## src/rtl/fifo_read_stage.sv

```systemverilog
// Read side of a FIFO: issues reads, tracks RAM read latency and buffers returned words.
// Define FIFO_READ_STAGE_SKID_EN for a two-entry output buffer (head plus skid register).
module fifo_read_stage #(
  parameter int WIDTH  = 8,
  parameter int RD_LAT = 1
) (
  input  logic             clk,
  input  logic             rst_n,
  input  logic             fifo_empty,
  output logic             fifo_read_req,
  input  logic [WIDTH-1:0] ram_read_data,
  output logic             out_valid,
  input  logic             out_ready,
  output logic [WIDTH-1:0] out_data,
  output logic [1:0]       buf_count
);

`ifdef FIFO_READ_STAGE_SKID_EN
  localparam logic [3:0] BUF_DEPTH = 4'd2;
`else
  localparam logic [3:0] BUF_DEPTH = 4'd1;
`endif

  logic [RD_LAT-1:0] inflight_q, inflight_d;
  logic [1:0]        count_q, count_d;
  logic              valid_q;
  logic [WIDTH-1:0]  head_q, head_d;
  logic [3:0]        inflight_cnt;
  logic [3:0]        occupancy;
  logic              accept;
  logic              capture;
  logic              out_xfer;

  assign out_xfer = valid_q & out_ready;
  assign capture  = inflight_q[RD_LAT-1];

  // NOTE: every always_comb output gets a default before any branch, so no latch is inferred.
  always_comb begin
    inflight_cnt = '0;
    for (int i = 0; i < RD_LAT; i++) begin
      inflight_cnt = inflight_cnt + {3'b000, inflight_q[i]};
    end
  end

  // A word draining this cycle frees its slot before any new read can land in it.
  assign occupancy     = {2'b00, count_q} + inflight_cnt - {3'b000, out_xfer};
  assign fifo_read_req = rst_n & ~fifo_empty & (occupancy < BUF_DEPTH);
  assign accept        = fifo_read_req & ~fifo_empty;

  always_comb begin
    inflight_d[0] = accept;
    for (int i = 1; i < RD_LAT; i++) begin
      inflight_d[i] = inflight_q[i-1];
    end
  end

  assign count_d = count_q + {1'b0, capture} - {1'b0, out_xfer};

`ifdef FIFO_READ_STAGE_SKID_EN
  logic [WIDTH-1:0] skid_q, skid_d;
  logic [1:0]       keep;

  // A capture lands in the first slot left free after this cycle's drain.
  always_comb begin
    head_d = head_q;
    skid_d = skid_q;
    keep   = count_q - {1'b0, out_xfer};
    if (out_xfer) begin
      head_d = skid_q;
    end
    if (capture) begin
      if (keep == 2'd0) begin
        head_d = ram_read_data;
      end else begin
        skid_d = ram_read_data;
      end
    end
  end

  // NOTE: skid_q is pure data qualified by count_q, so it needs no reset.
  always_ff @(posedge clk) begin
    skid_q <= skid_d;
  end
`else
  always_comb begin
    head_d = head_q;
    if (capture) begin
      head_d = ram_read_data;
    end
  end
`endif

  // NOTE: sequential state uses non-blocking assignments so all registers update together.
  always_ff @(posedge clk or negedge rst_n) begin
    if (!rst_n) begin
      inflight_q <= '0;
      count_q    <= 2'd0;
      valid_q    <= 1'b0;
      head_q     <= '0;
    end else begin
      inflight_q <= inflight_d;
      count_q    <= count_d;
      valid_q    <= (count_d != 2'd0);
      head_q     <= head_d;
    end
  end

  assign out_valid = valid_q;
  assign out_data  = head_q;
  assign buf_count = count_q;

endmodule
```

## config.mk

```make
export PLATFORM = sky130hd
export DESIGN_NAME = fifo_read_stage
export DESIGN_NICKNAME = d
export VERILOG_FILES = /design/src/rtl/fifo_read_stage.sv
export SDC_FILE = /design/constraint.sdc
export NUM_CORES = 1
export LEC_CHECK = 0
export CORE_MARGIN = 3
export CORE_UTILIZATION = 39
export DETAILED_ROUTE_END_ITERATION = 12
export HOLD_SLACK_MARGIN = 0.06
export PLACE_DENSITY_LB_ADDON = 0.05
export SLEW_MARGIN = 20
export SYNTH_ARGS = -nofsm -noshare
export SYNTH_HDL_FRONTEND = slang
export SYNTH_SLANG_ARGS = --single-unit
```

## constraint.sdc

```tcl
create_clock -name clk -period 2.49 [get_ports clk]
set_input_delay 0.498 -clock clk [delete_from_list [all_inputs] [get_ports clk]]
set_output_delay 0.498 -clock clk [all_outputs]
set_load 0.01 [all_outputs]
```

==> flow_metrics.env <==
export IMPL_r2r_end="capture"
export IMPL_clkTransAtPathRegs_ns=0.07
export IMPL_reg2regPathDepth=9
export IMPL_gp_congestion=0.802
export IMPL_first_pass_iters=4
export IMPL_die_y_um=43.0
export IMPL_grt_first_pass_wirelength_um=2010
export IMPL_syn_nets=55
export IMPL_drv_cap=0
export IMPL_io_pins=24
export IMPL_syn_avg_cell_area_um2=14.0
export IMPL_synthCells=38
export IMPL_p_leak_nw=0.403
export IMPL_criticalPathCategory="flip-flop to output pin"
export IMPL_clock_tree_buffer_depth=2
export IMPL_clkLatencyLatePin_ns=0.26
export IMPL_wire_per_inst_um=14.6
export IMPL_grt_max_degree=13
export IMPL_hold_path_class="flip-flop to flip-flop"
export IMPL_diodes=0
export IMPL_ff2ff_setup_slack_ns=0.30
export IMPL_postRouteAntennaNets=0
export IMPL_cts_hold_buf=0
export IMPL_drv_slew=0
export IMPL_slowest_stage="fa_2"
export IMPL_dieWidth_um=43.0
export IMPL_finalSetupViolCount=1
export IMPL_synth_fa_ha_area_share_pct=13.1
export IMPL_drt_iter0_drc=6
export IMPL_nNetsFinal=89
export IMPL_start_kind="flip-flop"
export IMPL_synth_distinct_cells=11
export IMPL_vdd_ir_drop_max_v=0.000691
export IMPL_p_int_w=0.000772
export IMPL_grt_overflow_total=0
export IMPL_syn_to_final_growth_pct=72.8
export IMPL_wirelength_um=1240
export IMPL_hp_start="out_data[2]"
export IMPL_p_clk_share_pct=12.8
export IMPL_switching_share_pct=33.7
export IMPL_crit_top_cell="ha_4"
export IMPL_cts_sinks=12
export IMPL_ys_warnings_count=0
export IMPL_relSlewSlack_pct=76.0
export IMPL_fmax_mhz=368
export IMPL_root_buffer="clkbuf_4"
export IMPL_p_seq_share_pct=29.3
export IMPL_rsz0062_at_grt="true"
export IMPL_synth_area_top_cells="dfrtp_1 56%, mux2_2 17%, ha_1 9.4%"
export IMPL_drive_gt1_share_pct=42.3
export IMPL_status="finished, violations left"
export IMPL_yosysTopAreaCell="dfrtp_1"
export IMPL_setup_slack_ns=-0.226
export IMPL_htreeDepth=1
export IMPL_port_buffers=23
export IMPL_grt_pass1_vias=448
export IMPL_synth_seq_area_share_pct=56.3
export IMPL_violations="setup timing"
export IMPL_finalPower_w=0.00116
export IMPL_core_um2=1190
export IMPL_r2r_start="out_valid"
export IMPL_initial_core_util_pct=44.9
export IMPL_fin_skew_ns=0.00320
export IMPL_path_max_fanout=2
export IMPL_drc_errors=0
export IMPL_max_stage_delay_ns=0.57
export IMPL_dp_hpwl_um=983
export IMPL_hold_path_depth=1
export IMPL_tightest_slew_ns=0.350
export IMPL_synth_area_mux_share_pct=16.9
export IMPL_synth_top_family_by_area="multiplexers"
export IMPL_worstPathCellList="and2_4 -> ha_4 -> inv_4 -> ha_4 -> inv_2 -> fa_2 -> nand2b_4 -> a2111oi_4 -> buf_2"
export IMPL_antenna_found_initial=0
export IMPL_vias=407
export IMPL_required_ns=1.99
export IMPL_hold_viol=0
export IMPL_synth_simple_gate_area_share_pct=4.23
export IMPL_rows=12
export IMPL_synth_compound_area_share_pct=3.29
export IMPL_fin_crit_sh_pct=109
export IMPL_pre_cts_ws_ns=-1.06
export IMPL_holdWs_ns=0.513
export IMPL_cts_tree="done"
export IMPL_worstPathArrival_ns=2.22
export IMPL_hold_end="out_data[2]"
export IMPL_die_area_um2=1850
export IMPL_grt_usage_pct=15.0
export IMPL_yosysTopAreaCellShare_pct=56.3
export IMPL_cp_end_kind="output pin"
export IMPL_combPwrFrac_pct=57.9
export IMPL_syn_area_um2=533
export IMPL_min_period_ns=2.72
export IMPL_avgViaCountPerCell=4.79
export IMPL_switchingPower_w=0.000392
export IMPL_synth_xor_area_share_pct=1.64
export IMPL_cts_buffers_inserted=3
export IMPL_ys_seq_elements=12
export IMPL_power_density_nw_per_um2=1260
per-stage QoR:
stage          instance area (µm²)  setup TNS [ns]  cells  util (%)
5_1_grt                        921          -0.290     85      77.6
2_1_floorplan                  579        -0.00381     38         -
3_3_place_gp                   860           -1.24     79      72.5
6_report                       921          -0.226     85      77.6
3_5_place_dp                   860           -1.35     79      72.5
4_1_cts                        911          -0.221     84      76.8
logic make-up (layout without fill, tap and decap cells):
kind of cell / after synthesis / after routing
DFF: 12 / 12
adders and majority gates: 5 / 5
muxes: 8 / 8
buffers and inverters: 6 / 39
xor gates and xnor gates: 1 / 1
and+or+nand+nor: 4 / 4
AOI/OAI and AO/OA: 2 / 2
worst max path at each step:
| stage | slack [ns] | depth (start not counted) | to | startpoint |
|---|---|---|---|---|
| detailed placement | -1.06 | 10 | fifo_read_req | out_ready |
| floorplan | -0.004 | 8 | fifo_read_req | out_ready |
| CTS | -0.22 | 9 | fifo_read_req | out_valid |
| global route | -0.29 | 9 | fifo_read_req | out_valid |
| finish | -0.23 | 9 | fifo_read_req | out_valid |
| global placement | -0.99 | 10 | fifo_read_req | out_ready |
critical path, delay by kind of cell, from the launching register on:
kind	cells	cell delay, ns
DFF	1	0.38
AOI/OAI and AO/OA	1	0.17
buffers and inverters	3	0.29
and+or+nand+nor	2	0.21
adders and majority gates	3	0.91
state kept, by name (all words and copies together) (netlist names):
name and cells:
out_valid 1, buf_count 2, out_data 8, capture 1
cell type report:
cell class,instances,area [µm²]
flip-flops and latches,12,300
multi-input cells,20,273
repair buffers,30,273
fillers,68,265
clock buffers,4,36.3
inverters,5,21.3
well taps,14,17.5
cell usage after synthesis (all sizes together):
library cell,n
dfrtp,12
buf,1
nand2b,2
xor2,1
inv,5
mux2,8
nand2,1
a2111oi,2
ha,4
fa,1
and2,1
per-layer routing:
| metal | global-route usage, % | wire, µm |
|---|---|---|
| met1 | 16.1 | 448 |
| met2 | 26.9 | 698 |
| met3 | 3.81 | 91 |
| met4 | 7.23 | 0 |
| met5 | 0 | 0 |
power by group through the flow:
stage	Clock, W	Combinational [W]	Sequential [W]
6_report	0.000149	0.000674	0.000341
5_1_grt	0.000166	0.000722	0.000349
4_1_cts	0.000154	0.000658	0.000340
3_5_place_dp	0	0.000594	0.000344
3_3_place_gp	0	0.000558	0.000334
2_1_floorplan	0	0.000242	0.000383
what timing repair did:
item / in CTS / in global routing
endpoints found under the setup margin: 2 / 1
pin swaps: 5 / 1
resized for setup: 10 / 1
buffers inserted: 1 / 1
cell usage in the layout, fill, tap and decap left out, drive strengths merged:
master         count
a2111oi            2
and2               1
buf                9
clkbuf             4
clkdlybuf4s50     21
dfrtp             12
fa                 1
ha                 4
inv                5
mux2               8
nand2              1
nand2b             2
xor2               1
No activity file was read; power rests on OpenSTA's default activity.
